===== src/rtl/mul_arbiter_pkg.sv =====
// Shared definitions for the multiplier arbiter: FSM state encoding and parameter defaults.
package mul_arb_pkg;

  localparam int unsigned NUM_REQ_DEF    = 4;
  localparam int unsigned DATA_WIDTH_DEF = 32;
  localparam int unsigned STATE_WIDTH    = 3;

  typedef enum logic [STATE_WIDTH-1:0] {
    ST_IDLE  = 3'd0,
    ST_ISSUE = 3'd1,
    ST_WAIT  = 3'd2,
    ST_READ  = 3'd3,
    ST_RESP  = 3'd4
  } state_t;

endpackage


===== src/rtl/mul_arbiter_rr_pick.sv =====
// Round-robin picker: first asserted request at or after ptr, wrapping; purely combinational.
module rr_pick
  import mul_arb_pkg::*;
#(
  parameter int unsigned NUM_REQ  = NUM_REQ_DEF,
  parameter int unsigned ID_WIDTH = $clog2(NUM_REQ)
) (
  input  logic [ID_WIDTH-1:0] ptr,
  input  logic [NUM_REQ-1:0]  req,
  output logic [NUM_REQ-1:0]  grant_c,
  output logic [ID_WIDTH-1:0] grant_id_c,
  output logic                any_c
);

  logic [ID_WIDTH-1:0] idx;

  always_comb begin
    grant_c    = '0;
    grant_id_c = '0;
    any_c      = 1'b0;
    idx        = '0;
    for (int unsigned k = 0; k < NUM_REQ; k++) begin
      idx = ID_WIDTH'((32'(ptr) + k) % NUM_REQ);
      if (!any_c && req[idx]) begin
        any_c        = 1'b1;
        grant_id_c   = idx;
        grant_c[idx] = 1'b1;
      end
    end
  end

endmodule


===== src/rtl/mul_arbiter.sv =====
// Shares one handshaked multi-cycle multiplier among NUM_REQ requesters, one op in flight,
// round-robin grants, product returned to the issuing requester with its id.
module mul_arbiter
  import mul_arb_pkg::*;
#(
  parameter int unsigned NUM_REQ    = NUM_REQ_DEF,
  parameter int unsigned DATA_WIDTH = DATA_WIDTH_DEF,
  parameter int unsigned RES_WIDTH  = 2 * DATA_WIDTH
) (
  input  logic                            clk,
  input  logic                            reset,
  input  logic [NUM_REQ-1:0]              req_valid,
  input  logic [NUM_REQ*DATA_WIDTH-1:0]   req_data_1,
  input  logic [NUM_REQ*DATA_WIDTH-1:0]   req_data_2,
  output logic [NUM_REQ-1:0]              req_ready,
  output logic [NUM_REQ-1:0]              resp_valid,
  output logic [$clog2(NUM_REQ)-1:0]      resp_id,
  output logic [RES_WIDTH-1:0]            resp_data,
  output logic                            busy,
  output logic                            mul_wr_en,
  output logic [DATA_WIDTH-1:0]           mul_wr_data_1,
  output logic [DATA_WIDTH-1:0]           mul_wr_data_2,
  input  logic                            mul_wr_ready,
  output logic                            mul_rd_en,
  input  logic                            mul_rd_ready,
  input  logic                            mul_rd_val,
  input  logic [RES_WIDTH-1:0]            mul_rd_data
);

  localparam int unsigned ID_WIDTH = $clog2(NUM_REQ);

  state_t              state_q, state_d;
  logic [ID_WIDTH-1:0] ptr_q, id_q;

  logic [NUM_REQ-1:0]    grant_c;
  logic [ID_WIDTH-1:0]   grant_id_c;
  logic                  any_c;
  logic                  take_c, done_c;
  logic [ID_WIDTH-1:0]   ptr_next_c;
  logic [NUM_REQ-1:0]    id_hot_c;
  logic [DATA_WIDTH-1:0] sel_a_c, sel_b_c;

  rr_pick #(
    .NUM_REQ  (NUM_REQ),
    .ID_WIDTH (ID_WIDTH)
  ) u_pick (
    .ptr        (ptr_q),
    .req        (req_valid),
    .grant_c    (grant_c),
    .grant_id_c (grant_id_c),
    .any_c      (any_c)
  );

  // Operand mux for the granted requester
  always_comb begin
    sel_a_c = '0;
    sel_b_c = '0;
    for (int unsigned k = 0; k < NUM_REQ; k++) begin
      if (grant_c[k]) begin
        sel_a_c = sel_a_c | req_data_1[k*DATA_WIDTH +: DATA_WIDTH];
        sel_b_c = sel_b_c | req_data_2[k*DATA_WIDTH +: DATA_WIDTH];
      end
    end
  end

  // Next-state and event decode
  always_comb begin
    state_d    = state_q;
    take_c     = 1'b0;
    done_c     = 1'b0;
    ptr_next_c = (32'(grant_id_c) == NUM_REQ - 1) ? '0 : grant_id_c + ID_WIDTH'(1);
    id_hot_c   = NUM_REQ'(1) << id_q;
    case (state_q)
      ST_IDLE: begin
        if (any_c) begin
          take_c  = 1'b1;
          state_d = ST_ISSUE;
        end
      end
      ST_ISSUE: if (mul_wr_ready) state_d = ST_WAIT;
      ST_WAIT:  if (mul_rd_ready) state_d = ST_READ;
      ST_READ:  state_d = ST_RESP;
      ST_RESP: begin
        if (mul_rd_val) begin
          done_c  = 1'b1;
          state_d = ST_IDLE;
        end
      end
      default:  state_d = ST_IDLE;
    endcase
  end

  // State, latches and registered outputs; enables track the state they decode
  always_ff @(posedge clk) begin
    if (reset) begin
      state_q       <= ST_IDLE;
      ptr_q         <= '0;
      id_q          <= '0;
      req_ready     <= '0;
      resp_valid    <= '0;
      resp_id       <= '0;
      resp_data     <= '0;
      busy          <= 1'b0;
      mul_wr_en     <= 1'b0;
      mul_rd_en     <= 1'b0;
      mul_wr_data_1 <= '0;
      mul_wr_data_2 <= '0;
    end else begin
      state_q    <= state_d;
      busy       <= (state_d != ST_IDLE);
      mul_wr_en  <= (state_d == ST_ISSUE);
      mul_rd_en  <= (state_d == ST_READ);
      req_ready  <= take_c ? grant_c : '0;
      resp_valid <= done_c ? id_hot_c : '0;
      if (take_c) begin
        id_q          <= grant_id_c;
        ptr_q         <= ptr_next_c;
        mul_wr_data_1 <= sel_a_c;
        mul_wr_data_2 <= sel_b_c;
      end
      if (done_c) begin
        resp_id   <= id_q;
        resp_data <= mul_rd_data;
      end
    end
  end

endmodule


===== config.mk =====
export PLATFORM = sky130hd
export DESIGN_NAME = mul_arbiter
export DESIGN_NICKNAME = d
export VERILOG_FILES = /design/src/rtl/mul_arbiter_pkg.sv /design/src/rtl/mul_arbiter_rr_pick.sv /design/src/rtl/mul_arbiter.sv
export SDC_FILE = /design/constraint.sdc
export NUM_CORES = 1
export LEC_CHECK = 0
export ABC_AREA = 1
export BUFFER_PORTS_ARGS = -buffer_cell sky130_fd_sc_hd__buf_2
export CORE_AREA = 3 3 180 182
export CTS_CLUSTER_SIZE = 10
export DETAILED_ROUTE_END_ITERATION = 8
export DIE_AREA = 0 0 183 185
export SLEW_MARGIN = 10
export SYNTH_ARGS = -nofsm -noshare
export SYNTH_HDL_FRONTEND = slang
export SYNTH_SLANG_ARGS = --single-unit

===== constraint.sdc =====
create_clock -name clk -period 6.88 [get_ports clk]
set_input_delay 1.376 -clock clk [delete_from_list [all_inputs] [get_ports clk]]
set_output_delay 1.376 -clock clk [all_outputs]
set_load 0.02 [all_outputs]

Yosys cells after proc, flatten, opt, wreduce, memory -nomap -nowiden --
Cells that the tools add are included.
Storage, ports and cells: register bits after elaboration 148, input bits 329, output and inout port bits 141, word-level logic and storage cells 103
Cells by class: add/sub/neg operators 4, magnitude comparators 8, equal/unequal tests 7, shift-type cells 1, multiplexer cells 46, bitwise gates (word level) 11, reduce and logical (&&, ||, !) cells 14
Operators by type and width (count):
- 32-bit two-way mux | 8
- 32-bit OR | 6
- 1-bit two-way mux | 16
- 4-bit two-way mux | 4
- 3-bit one-hot mux with 5 select lines | 1
- 2-bit by 3-bit < comparator with 1-bit output, second input constant | 4
- 3-bit two-way mux | 4
- 4-bit OR | 3
- 2-bit two-way mux | 5
- 3-bit by 2-bit == test with 1-bit output, second input constant | 3
- 1-bit binary-select mux with 2-bit select | 4
- 1-bit demux with 2-bit select | 4
- 2-bit by 1-bit >= comparator with 1-bit output, second input constant | 4
- 1-bit logical AND | 7
- 3-bit by 1-bit == test with 1-bit output, second input constant | 2
- 2-bit by 1-bit adder with 2-bit output, second input constant | 2
- 2-bit adder, second input constant | 2
- 2-bit OR reduction | 2
- 1-bit by 2-bit << shifter with 4-bit output, first input constant | 1
- 3-bit == test, second input constant | 1
- 1-bit zero test | 3
- 3-bit zero test | 1
- 3-bit nonzero test | 1
- 2-bit == test, second input constant | 1
- 1-bit inverter | 2

Logic depth before layout (Yosys ltp) --
depth after elaboration 19, depth in mapped cells 15, depth with buffers taken out 14

By module --
Synthesis repeated with hierarchy kept, for this count alone.
Unflattened totals: cells, all modules 1056, area, all modules 7003.0 sq um
Modules (own cells, without submodules):
- mul_arbiter | instances 1, cells an instance 982, area an instance 6562.5 sq um, sequential area each 2962.8 sq um
- rr_pick | instances 1, cells an instance 74, area an instance 440.4 sq um, sequential area each 0.0 sq um

Worst setup path after synthesis --
No wires, ideal clock.
kind input port to flip-flop, from input port req_valid[1], to register mul_wr_data_2[14], library setup time 0.115 ns, arrival time 2.534 ns, data required time 6.765 ns, setup slack 4.231 ns, stages 14, buffers on the path 2, cell sequence inv_1 -> nand2_1 -> nand2_1 -> nand2_1 -> nand2_2 -> inv_2 -> nor2_2 -> nand2_2 -> nand2_2 -> inv_4 -> buf_6 -> buf_6 -> o21ai_1 -> nor2_1
On the way: cells in the longest elaborated chain, start to end 19, elaborated cells between the ends (all ways) 34, those cells by class mux: 22; bitwise: 6; reduce/logical: 6
RTL lines:
- start: declaration | RTL line mul_arbiter.sv:12 | input logic [NUM_REQ-1:0] req_valid,
- 1-bit binary-select mux with 2-bit select | RTL line mul_arbiter_rr_pick.sv:24 | if (!any_c && req[idx]) begin
- 1-bit two-way mux (implied by the code) | RTL line mul_arbiter_rr_pick.sv:24
- 1-bit two-way mux | RTL line mul_arbiter_rr_pick.sv:24
- 1-bit zero test | RTL line mul_arbiter_rr_pick.sv:24
- 1-bit logical AND | RTL line mul_arbiter_rr_pick.sv:24
- 1-bit two-way mux | RTL line mul_arbiter_rr_pick.sv:24
- 1-bit zero test | RTL line mul_arbiter_rr_pick.sv:24
- 1-bit logical AND | RTL line mul_arbiter_rr_pick.sv:24
- (+3 left out)
- 4-bit two-way mux | RTL line mul_arbiter_rr_pick.sv:24
- 32-bit two-way mux | RTL line mul_arbiter.sv:59 | if (grant_c[k]) begin
- 32-bit OR | RTL line mul_arbiter.sv:61 | sel_b_c = sel_b_c | req_data_2[k*DATA_WIDTH +: DATA_WIDTH];
- 32-bit two-way mux | RTL line mul_arbiter.sv:59
- 32-bit OR | RTL line mul_arbiter.sv:61
- 32-bit two-way mux | RTL line mul_arbiter.sv:59
- 32-bit OR | RTL line mul_arbiter.sv:61
- 32-bit two-way mux | RTL line mul_arbiter.sv:59
- end signal: assignment | RTL line mul_arbiter.sv:119 | mul_wr_data_2 <= sel_b_c;
- end: declaration | RTL line mul_arbiter.sv:22 | output logic [DATA_WIDTH-1:0] mul_wr_data_2,
Several ways; a longest one is shown, not always the timed one. The select of a mux whose other input is x is not followed. A chain may end at the register's enable or synchronous reset.

==> impl_results.md <==
- Iteration-0 DRC Markers: 379
- Required time of the critical path: 7.19 ns
- Met1 layer usage reported by global route: 0.185
- Final WL: 30400 um
- Slew margin rel.: 0.254
- Hold/Removal Path Class: flop to flop
- Ys flop type: dfxtp_1
- Drt wl/cell: 15.4 um
- R2R depth: 14
- Sw Ratio: 0.479
- IO Pins: 470
- CTS hold repair buffers: 0
- Post-route minimum period: 3.42 ns
- Cell Int Power: 2.27 mW
- H-tree depth: 4
- IO buf count: 469
- Post-CTS Setup Repair Bufs: 0
- Antenna violations before repair: 7
- RSZ-0062 raised after global routing: no
- CTS sink cnt: 148
- Die extent in x: 183 um
- Vias: 8761
- Hold WS: 0.462 ns
- Post-synth top cells: nand2_1, dfxtp_1, nor2_1
- EDFF count, synth: 0
- Fmax: 292 MHz
- P&R area growth vs syn: 42.8%
- GR peak layer: met2
- Yosys top cell area share: 0.408
- Synth async-reset ratio: 0
- Syn avg cell area: 6.42 um^2
- CP max FO: 77
- Global route overflow: 0
- Register bit total from synthesis: 148
- Syn_nets: 1465
- CTS Buffer Depth: 2
- Pwr Total: 4.35 mW
- Global-route wire length before repair: 43900 um
- Synth Instances: 1130
- Peak supply drop: 158 uV
- Total GRT Usage: 0.167
- Max_cap viols: 0
- Clock skew: 0.00966 ns
- Setup CP Type: flop to flop
- # rows: 64
- Cts repair resizes: 0
- M2 GR Usage: 0.293
- Final Hold Fails: 0
- Final #Nets: 1893
- Cell area power density: 420 mW/mm^2
- NetSw: 2.08 mW
- Combinational share of power: 0.524
- Critical Path Sink Type: flop
- Leak: 5.29 nW
- Vias per Instance: 4.44
- Clock share of power: 0.216
- Proportion of layout cells with a drive suffix above 1: 0.340
- CTS tree: yes
- Vias in the first global route: 8171
- Post-DP HPWL: 23500 um
- Worst hold stages: 2
- Die area: 0.0339 mm^2
- Cell variety after synth: 29
- Reg2reg setup slack: 3.46 ns
- Mapped Area: 0.00726 mm^2
- Worst Max-Slew Pin Slew: 1.12 ns
- Core area: 0.0307 mm^2
- Outcome: finished, final reports clean
- Part of the power in registers: 0.260
- Root buffer cell: clkbuf_16
- Met3 Usage GRT: 0.0534
- Largest net degree at the start of global routing: 78
- Final setup fails: 0
- Starting density of the core: 0.236
- Fin crit share: 0.497
- Count leader, synth: nand2_1
- DR pass1 iterations: 5
- Warnings, synthesis: 0
- Die Ht: 185 um
- Clk_lat worst skew: 0.42 ns
- Final TNS setup: 0 ns
- Cts bufs inserted: 17
- ANT nets after route: 0
- Routability Congestion: 0.951
- CP Data Arrival Time: 3.73 ns
- CP startpoint kind: flop
- Slew Limit Fails: 0
- Synth area leader: dfxtp_1
- Sequential cell area fraction in the yosys report: 0.408
- Clock-pin transition on the worst setup and hold timing paths: 0.07 ns
- Detailed-route DRC error count: 0
- Synth area leaders: dfxtp_1, nand2_1, nor2_1, nand3_1, a21oi_1
==> critical path, cell delays in order, from the launching register on <==
cell and delay, ns:
dfxtp_1 0.56, inv_2 0.17, ha_1 0.43, inv_1 0.10, nand3_1 0.09, nand2_1 0.12, nand2_2 0.12, nor2_2 0.05
nand2_2 0.05, nand2_2 0.10, inv_4 0.53, buf_4 0.58, nand2_1 0.12, nor2_1 0.14, nor2_1 0.05
==> routing by layer <==
| layer | vias to the layer above | share of wire |
|---|---|---|
| met5 | - | 0.00089 |
| met4 | 4 | 0.037 |
| met3 | 49 | 0.086 |
| met2 | 377 | 0.49 |
| met1 | 3891 | 0.39 |
| li1 | 4440 | - |
==> worst paths after layout <==
path / start / endpoint
setup / recovery: flop / mul_wr_data_1[5]
hold reg to reg: resp_data[28] / resp_data[28]
hold / removal: resp_data[28] / resp_data[28]
setup reg to reg: flop / mul_wr_data_1[5]
==> power groups by stage <==
stage	clock network [mW]	logic [mW]	registers, mW
3_3_place_gp	0	2.30	1.14
5_1_grt	1.01	2.59	1.15
3_5_place_dp	0	2.32	1.14
4_1_cts	0.976	2.32	1.13
2_1_floorplan	0	1.55	1.32
6_report	0.942	2.28	1.13
==> logic make-up (layout without fill, tap and decap cells) <==
| family | after synthesis | after routing | share of synthesized area |
|---|---|---|---|
| buf+inv | 94 | 535 | 0.0738 |
| simple gates | 732 | 732 | 0.402 |
| other cells | 0 | 4 | 0 |
| compound gates | 150 | 150 | 0.106 |
| flops | 148 | 148 | 0.408 |
| fa+ha+maj | 6 | 6 | 0.0103 |
==> cells in the final DEF, fill, tap and decap left out, types with 5 or more instances in the layout <==
master,count
o21ai_1,10
nand2_2,5
inv_1,17
inv_2,5
a21boi_0,5
nand3_2,7
buf_2,469
nor2_1,143
buf_4,11
o21ai_0,62
nand2_1,486
dfxtp_1,148
ha_1,6
nand3_1,76
a21oi_1,71
clkbuf_16,17
==> metrics by stage <==
step,cell area (um^2),std cells,setup WS (ns),util
after global routing,10400,1971,3.16,0.337
after CTS,10400,1967,3.44,0.337
after detailed placement,9760,1935,3.04,0.317
after floorplan,7260,1130,4.23,-
final,10400,1971,3.46,0.337
after global placement,9760,1935,3.06,0.317
==> area by class of cell <==
class | instances | area [um^2]
clock buffer | 19 | 453
timing repair buffer | 480 | 2430
antenna | 4 | 10.0
tap | 396 | 495
clock inverter | 13 | 140
fill | 3436 | 20400
inverter | 23 | 88.8
sequential | 148 | 2960
multi-input combinational | 888 | 3780
==> registers in the layout (all words and copies together) (netlist names), named ones only <==
| name | cells |
|---|---|
| resp_data | 64 |
| req_ready | 4 |
| mul_wr_en | 1 |
| mul_wr_data_1 | 32 |
| id_q | 2 |
| busy | 1 |
| resp_id | 2 |
| mul_wr_data_2 | 32 |
| resp_valid | 4 |
| mul_rd_en | 1 |
| ptr_q | 1 |
| state_q | 3 |
Note: power is estimated with default switching activity, not from simulation.
